[config.mk]
export PLATFORM = sky130hd
export DESIGN_NAME = rr_mux_arbiter
export DESIGN_NICKNAME = d
export VERILOG_FILES = /design/src/rtl/rr_mux_arbiter.sv
export SDC_FILE = /design/constraint.sdc
export NUM_CORES = 1
export LEC_CHECK = 0
export CAP_MARGIN = 20
export CORE_MARGIN = 2
export CORE_UTILIZATION = 40
export CTS_BUF_LIST = sky130_fd_sc_hd__clkbuf_4 sky130_fd_sc_hd__clkbuf_8 sky130_fd_sc_hd__clkbuf_16
export CTS_CLUSTER_DIAMETER = 60
export CTS_CLUSTER_SIZE = 16
export DETAILED_ROUTE_END_ITERATION = 6
export PLACE_DENSITY = 0.8
export SLEW_MARGIN = 20
export SYNTH_ARGS = -nofsm -noshare
export SYNTH_HDL_FRONTEND = slang
export SYNTH_SLANG_ARGS = --single-unit
[constraint.sdc]
create_clock -name clk -period 2.8 [get_ports clk]
set_clock_uncertainty 0.2 [all_clocks]
set_input_delay 0.28 -clock clk [delete_from_list [all_inputs] [get_ports clk]]
set_output_delay 0.28 -clock clk [all_outputs]
set_load 0.01 [all_outputs]
[src/rtl/rr_mux_arbiter.sv]
`default_nettype none
// ============================================================================
// Module   : rr_mux_arbiter
// Purpose  : Round-robin arbiter that shares one WIDTH-bit output channel
//            among INPUTS valid/ready requesters. Multi-beat packets keep the
//            grant until the in_last beat is accepted. The selected beat is
//            captured in a single registered output stage.
// Ports    : clk, rst          - clock (rising edge), synchronous active-high
//                                reset
//            in_data/in_valid/ - per-requester beat, valid and end-of-packet
//            in_last             flag
//            in_ready          - per-requester accept (one-hot or zero)
//            out_data/out_src/ - registered beat, its source index and its
//            out_last/out_valid  end-of-packet flag
//            out_ready         - downstream accept
// Revision : 1.0 - initial release
// ============================================================================
module rr_mux_arbiter #(
  parameter int WIDTH    = 8,
  parameter int INPUTS   = 4,
  parameter int SEL_BITS = 2
) (
  input  logic                clk,
  input  logic                rst,
  input  logic [WIDTH-1:0]    in_data [INPUTS],
  input  logic [INPUTS-1:0]   in_valid,
  input  logic [INPUTS-1:0]   in_last,
  output logic [INPUTS-1:0]   in_ready,
  output logic [WIDTH-1:0]    out_data,
  output logic [SEL_BITS-1:0] out_src,
  output logic                out_last,
  output logic                out_valid,
  input  logic                out_ready
);

  // Reject configurations whose source index cannot address every requester.
  if (INPUTS < 2 || SEL_BITS < $clog2(INPUTS)) begin : g_param_check
    $error("rr_mux_arbiter: INPUTS must be >= 2 and SEL_BITS >= $clog2(INPUTS)");
  end

  typedef enum logic [0:0] {
    ARB    = 1'b0,
    LOCKED = 1'b1
  } state_t;

  state_t              state;
  logic [SEL_BITS-1:0] ptr;
  logic [SEL_BITS-1:0] lock_idx;

  logic                load;
  logic                grant_found;
  logic [SEL_BITS-1:0] grant_idx;
  logic [SEL_BITS:0]   scan_sum;
  logic [SEL_BITS-1:0] sel;
  logic                sel_valid;
  logic                xfer;
  logic [SEL_BITS-1:0] ptr_next;

  // The output register can take a new beat when empty or being drained.
  assign load = !out_valid || out_ready;

  // Rotating priority scan starting at ptr. The candidate index is formed
  // with one extra bit so the wrap works for non-power-of-2 INPUTS.
  always_comb begin
    grant_found = 1'b0;
    grant_idx   = '0;
    scan_sum    = '0;
    for (int i = 0; i < INPUTS; i++) begin
      scan_sum = {1'b0, ptr} + (SEL_BITS+1)'(i);
      if (scan_sum >= (SEL_BITS+1)'(INPUTS)) begin
        scan_sum = scan_sum - (SEL_BITS+1)'(INPUTS);
      end
      if (!grant_found && in_valid[scan_sum[SEL_BITS-1:0]]) begin
        grant_found = 1'b1;
        grant_idx   = scan_sum[SEL_BITS-1:0];
      end
    end
  end

  // While locked only the packet owner is considered, even if it is idle.
  assign sel       = (state == LOCKED) ? lock_idx : grant_idx;
  assign sel_valid = (state == LOCKED) ? in_valid[lock_idx] : grant_found;

  always_comb begin
    in_ready = '0;
    if (!rst && load && (state == LOCKED || grant_found)) begin
      in_ready = {{(INPUTS-1){1'b0}}, 1'b1} << sel;
    end
  end

  assign xfer = !rst && load && sel_valid;

  // Pointer moves to the requester after the one that just finished a packet.
  assign ptr_next = (sel == SEL_BITS'(INPUTS-1)) ? '0 : sel + 1'b1;

  always_ff @(posedge clk) begin
    if (rst) begin
      state     <= ARB;
      ptr       <= '0;
      lock_idx  <= '0;
      out_data  <= '0;
      out_src   <= '0;
      out_last  <= 1'b0;
      out_valid <= 1'b0;
    end else begin
      if (xfer) begin
        out_data  <= in_data[sel];
        out_src   <= sel;
        out_last  <= in_last[sel];
        out_valid <= 1'b1;
        if (in_last[sel]) begin
          state <= ARB;
          ptr   <= ptr_next;
        end else begin
          state    <= LOCKED;
          lock_idx <= sel;
        end
      end else if (out_ready) begin
        // Drain: payload fields hold, only the valid flag drops.
        out_valid <= 1'b0;
      end
    end
  end

endmodule
`default_nettype wire

==> flow_summary.toml <==
[finish]
drive_above_1_share_pct = 16.1
multi_input_area_um2 = 779
fin_area_um2 = 1940
n_fill_cell = 207
fin_nets = 253
most_common_cell_after_layout_fill_and_taps_aside = "sky130_fd_sc_hd__clkdlybuf4s50_1"
commonest_cells_after_routing_fill_and_taps_aside = "sky130_fd_sc_hd__clkdlybuf4s50_1, sky130_fd_sc_hd__buf_4, sky130_fd_sc_hd__mux2i_1, sky130_fd_sc_hd__dfxtp_1, sky130_fd_sc_hd__nand3_1"
seqCellArea_um2 = 340
area_delta_synth_final_pct = 62.6
n_antenna_cell = 0

[yosys]
synth_edf_count = 0
synth_area_per_cell_um2 = 8.97
netlist_area_um2 = 1190
synth_top_flop_cell = "sky130_fd_sc_hd__dfxtp_1"
syn-instance-count = 133
synth-async-reset-ratio_pct = 0
net_count_of_the_mapped_netlist = 180
yosys_warnings = 0
ys_ff_latch = 17
synth.lib_cells_used.distinct = 36
ys_seq_area_share_pct = 28.5

[timing]
grt_setup_unrepaired = "false"
setup_violations = 0
fin_worst_hold_slack_ns = 0.258
worst-slew-pin-transition_ns = 0.270
timing.slew.headroom_pct = 81.8
final_critical_path_required_period_ns = 2.69
hold_violations = 0
maxClockFrequency_ghz = 0.371
post-route-period-util_pct = 96.2
max_slew_vio_count = 0

[clocking]
clockRootBuffer = "sky130_fd_sc_hd__clkbuf_4"
worst_setup_hold_path_clk_slew_ns = 0.10
cts_h_tree_depth = 1
clock_sink_count = 17
cts_inserted_buffers = 3
tritoncts_clock_tree = "done"
clk_latency_ns = 0.28
ctsLongestPathBuffers = 2

[worst_setup_path]
worst-setup-path-type = "in2out"
worst-path-max-fanout = 4
setup.worst_path.start_class = "primary input"
crit_path_cell_trace = "clkdlybuf4s50_1, buf_4, a21oi_1, o21ai_0, a221o_2, buf_4, inv_2, ha_1, and2_1, clkdlybuf4s15_1"
end_kind = "output port"
critical_path.slowest_cell = "sky130_fd_sc_hd__clkdlybuf4s50_1"
timing.critical_path.arrival_ns = 2.21
timing.critical_path.buf_inv = 5
max_stage_delay_ns = 0.46
critPathMostFrequentCell = "sky130_fd_sc_hd__buf_4"
critical-path-top-delay-family = "buffers and inverters"
worstPathRequired_ns = 2.32

[detailed_routing]
totalWireLength_um = 3430
vias_per_cell = 5.41
vias = 1276
ant_nets = 0
detail_route.drc_violations = 2
detail_route.wl_per_cell_um = 14.5
dr.first_iter.drc_count = 27
firstDrtPassIters = 7

[global_routing]
grt_overflow = 0
grt.busiest_layer = "met2"
use_met1_pct = 24.5
globalRouteMet2Util_pct = 38.2
maximum_number_of_pins_on_one_net_before_global_route_repair = 18
use_met3_pct = 5.49
grt_antenna_before_repair = 0
grt_pass1_wl_um = 5620
number_of_global_route_vias_before_repair = 1278
grt_util_all_layers_pct = 21.3

[place]
port_buffers = 58
gpl.final_weighted_congestion = 0.847
placedInstanceArea_um2 = 1890
place.detailed.hpwl_um = 2740

[floorplanning]
die_height_um = 58.6
floorplan.io_pins = 59
num_rows = 19
core-area_um2 = 2810
die-width_um = 58.6
floorplan.initialDensity_pct = 42.5
die_area_um2 = 3430

[power_and_ir_drop]
powerDensity_nw_per_um2 = 821
vdd_drop_max_uv = 426
power.leakage_nw = 0.900

[outcome]
run_status = "complete, but fails checks"
failed_checks = "design-rule violations"

[job]
cap_violations = 0

[hold_path]
worstHoldPathType = "reg2reg"
cells in the mapped netlist, types with 2 or more instances:
cell type / count / share of area [%]
sky130_fd_sc_hd__nand2_1: 6 / 1.9
sky130_fd_sc_hd__mux2i_1: 17 / 14
sky130_fd_sc_hd__clkbuf_1: 3 / 0.94
sky130_fd_sc_hd__inv_1: 9 / 2.8
sky130_fd_sc_hd__a21oi_1: 7 / 2.9
sky130_fd_sc_hd__o21a_1: 2 / 1.3
sky130_fd_sc_hd__o221ai_1: 8 / 5.9
sky130_fd_sc_hd__o21ai_0: 6 / 2.5
sky130_fd_sc_hd__buf_6: 2 / 1.9
sky130_fd_sc_hd__nor2_1: 7 / 2.2
sky130_fd_sc_hd__nor3_1: 3 / 1.3
sky130_fd_sc_hd__or3_1: 2 / 1.0
sky130_fd_sc_hd__buf_2: 3 / 1.3
sky130_fd_sc_hd__nand3_1: 10 / 4.2
sky130_fd_sc_hd__nand2b_1: 2 / 1.0
sky130_fd_sc_hd__dfxtp_1: 17 / 29
sky130_fd_sc_hd__ha_1: 4 / 4.2
sky130_fd_sc_hd__o211a_1: 3 / 2.5
sky130_fd_sc_hd__and2_1: 5 / 2.6
cells by family after synthesis:
logic type	Yosys count	synth area share (%)
fa+ha+maj	4	4.20
flops	17	28.5
simple gates	40	17.3
compound gates	35	25.6
buf+inv	18	7.24
mux	19	17.1
area by class of cell:
class / instances / share of cell area [%]
multi-input cells: 98 / 40.2
inverters: 10 / 1.94
flip-flops and latches: 17 / 17.5
well taps: 31 / 2.00
repair buffers: 76 / 36.8
clock buffers: 4 / 1.55
routing by layer:
metal  wire length [µm]  up-vias
li1                   -      639
met1               1420      579
met2               1660       54
met3                317        4
met4                 36        0
met5                  0        -
sequential cells by signal, indices dropped and copies added, names as in the netlist:
name and cells:
lock_idx 2, state 1, out_valid 1, out_src 2, out_last 1, out_data 8
ptr 2
worst register-to-register path, cell delays in order, from the launching register on:
cell,delay (ns)
sky130_fd_sc_hd__dfxtp_1,0.40
sky130_fd_sc_hd__and2b_1,0.23
sky130_fd_sc_hd__o211a_1,0.21
sky130_fd_sc_hd__a221o_2,0.33
sky130_fd_sc_hd__buf_4,0.15
sky130_fd_sc_hd__inv_2,0.07
sky130_fd_sc_hd__buf_4,0.12
sky130_fd_sc_hd__nand2b_1,0.10
sky130_fd_sc_hd__a2bb2oi_4,0.17
sky130_fd_sc_hd__mux2_1,0.31
path summary, 6_finish.rpt:
kind / from / endpoint / slack, ns / cells after the start
max: in_valid[0] / in_ready[2] / 0.11 / 10
min: out_last / out_last / 0.26 / 2
max reg2reg: ptr[0] / ptr[1] / 0.41 / 9
min reg2reg: out_last / out_last / 0.26 / 2
per-stage QoR:
| stage | setup slack [ns] | cells | util (%) | setup TNS, ns | power, mW |
|---|---|---|---|---|---|
| after floorplan | 0.497 | 133 | - | 0 | 1.01 |
| after global placement | 0.00707 | 231 | 67.4 | 0 | 1.40 |
| after detailed placement | -0.0986 | 231 | 67.4 | -0.269 | 1.43 |
| after CTS | 0.0184 | 236 | 69.0 | 0 | 1.60 |
| after global routing | 0.0159 | 236 | 69.1 | 0 | 1.71 |
| final | 0.108 | 236 | 69.1 | 0 | 1.59 |
repair_timing:
| action | 4_1_cts | 5_1_grt |
|---|---|---|
| hold buffers | 0 | 0 |
| endpoints found under the setup margin | 4 | 2 |
| gates cloned | 0 | 0 |
| gates resized for setup | 8 | 2 |
| pin swaps | 2 | 1 |
| buffers inserted | 1 | 0 |
power breakdown:
part / internal (mW) / switching [mW] / leakage, nW
combinational: 0.566 / 0.482 / 0.741
sequential: 0.333 / 0.0702 / 0.141
clock: 0.0650 / 0.0761 / 0.0184
total: 0.964 / 0.629 / 0.900
No activity file was read; power rests on OpenSTA's default activity.
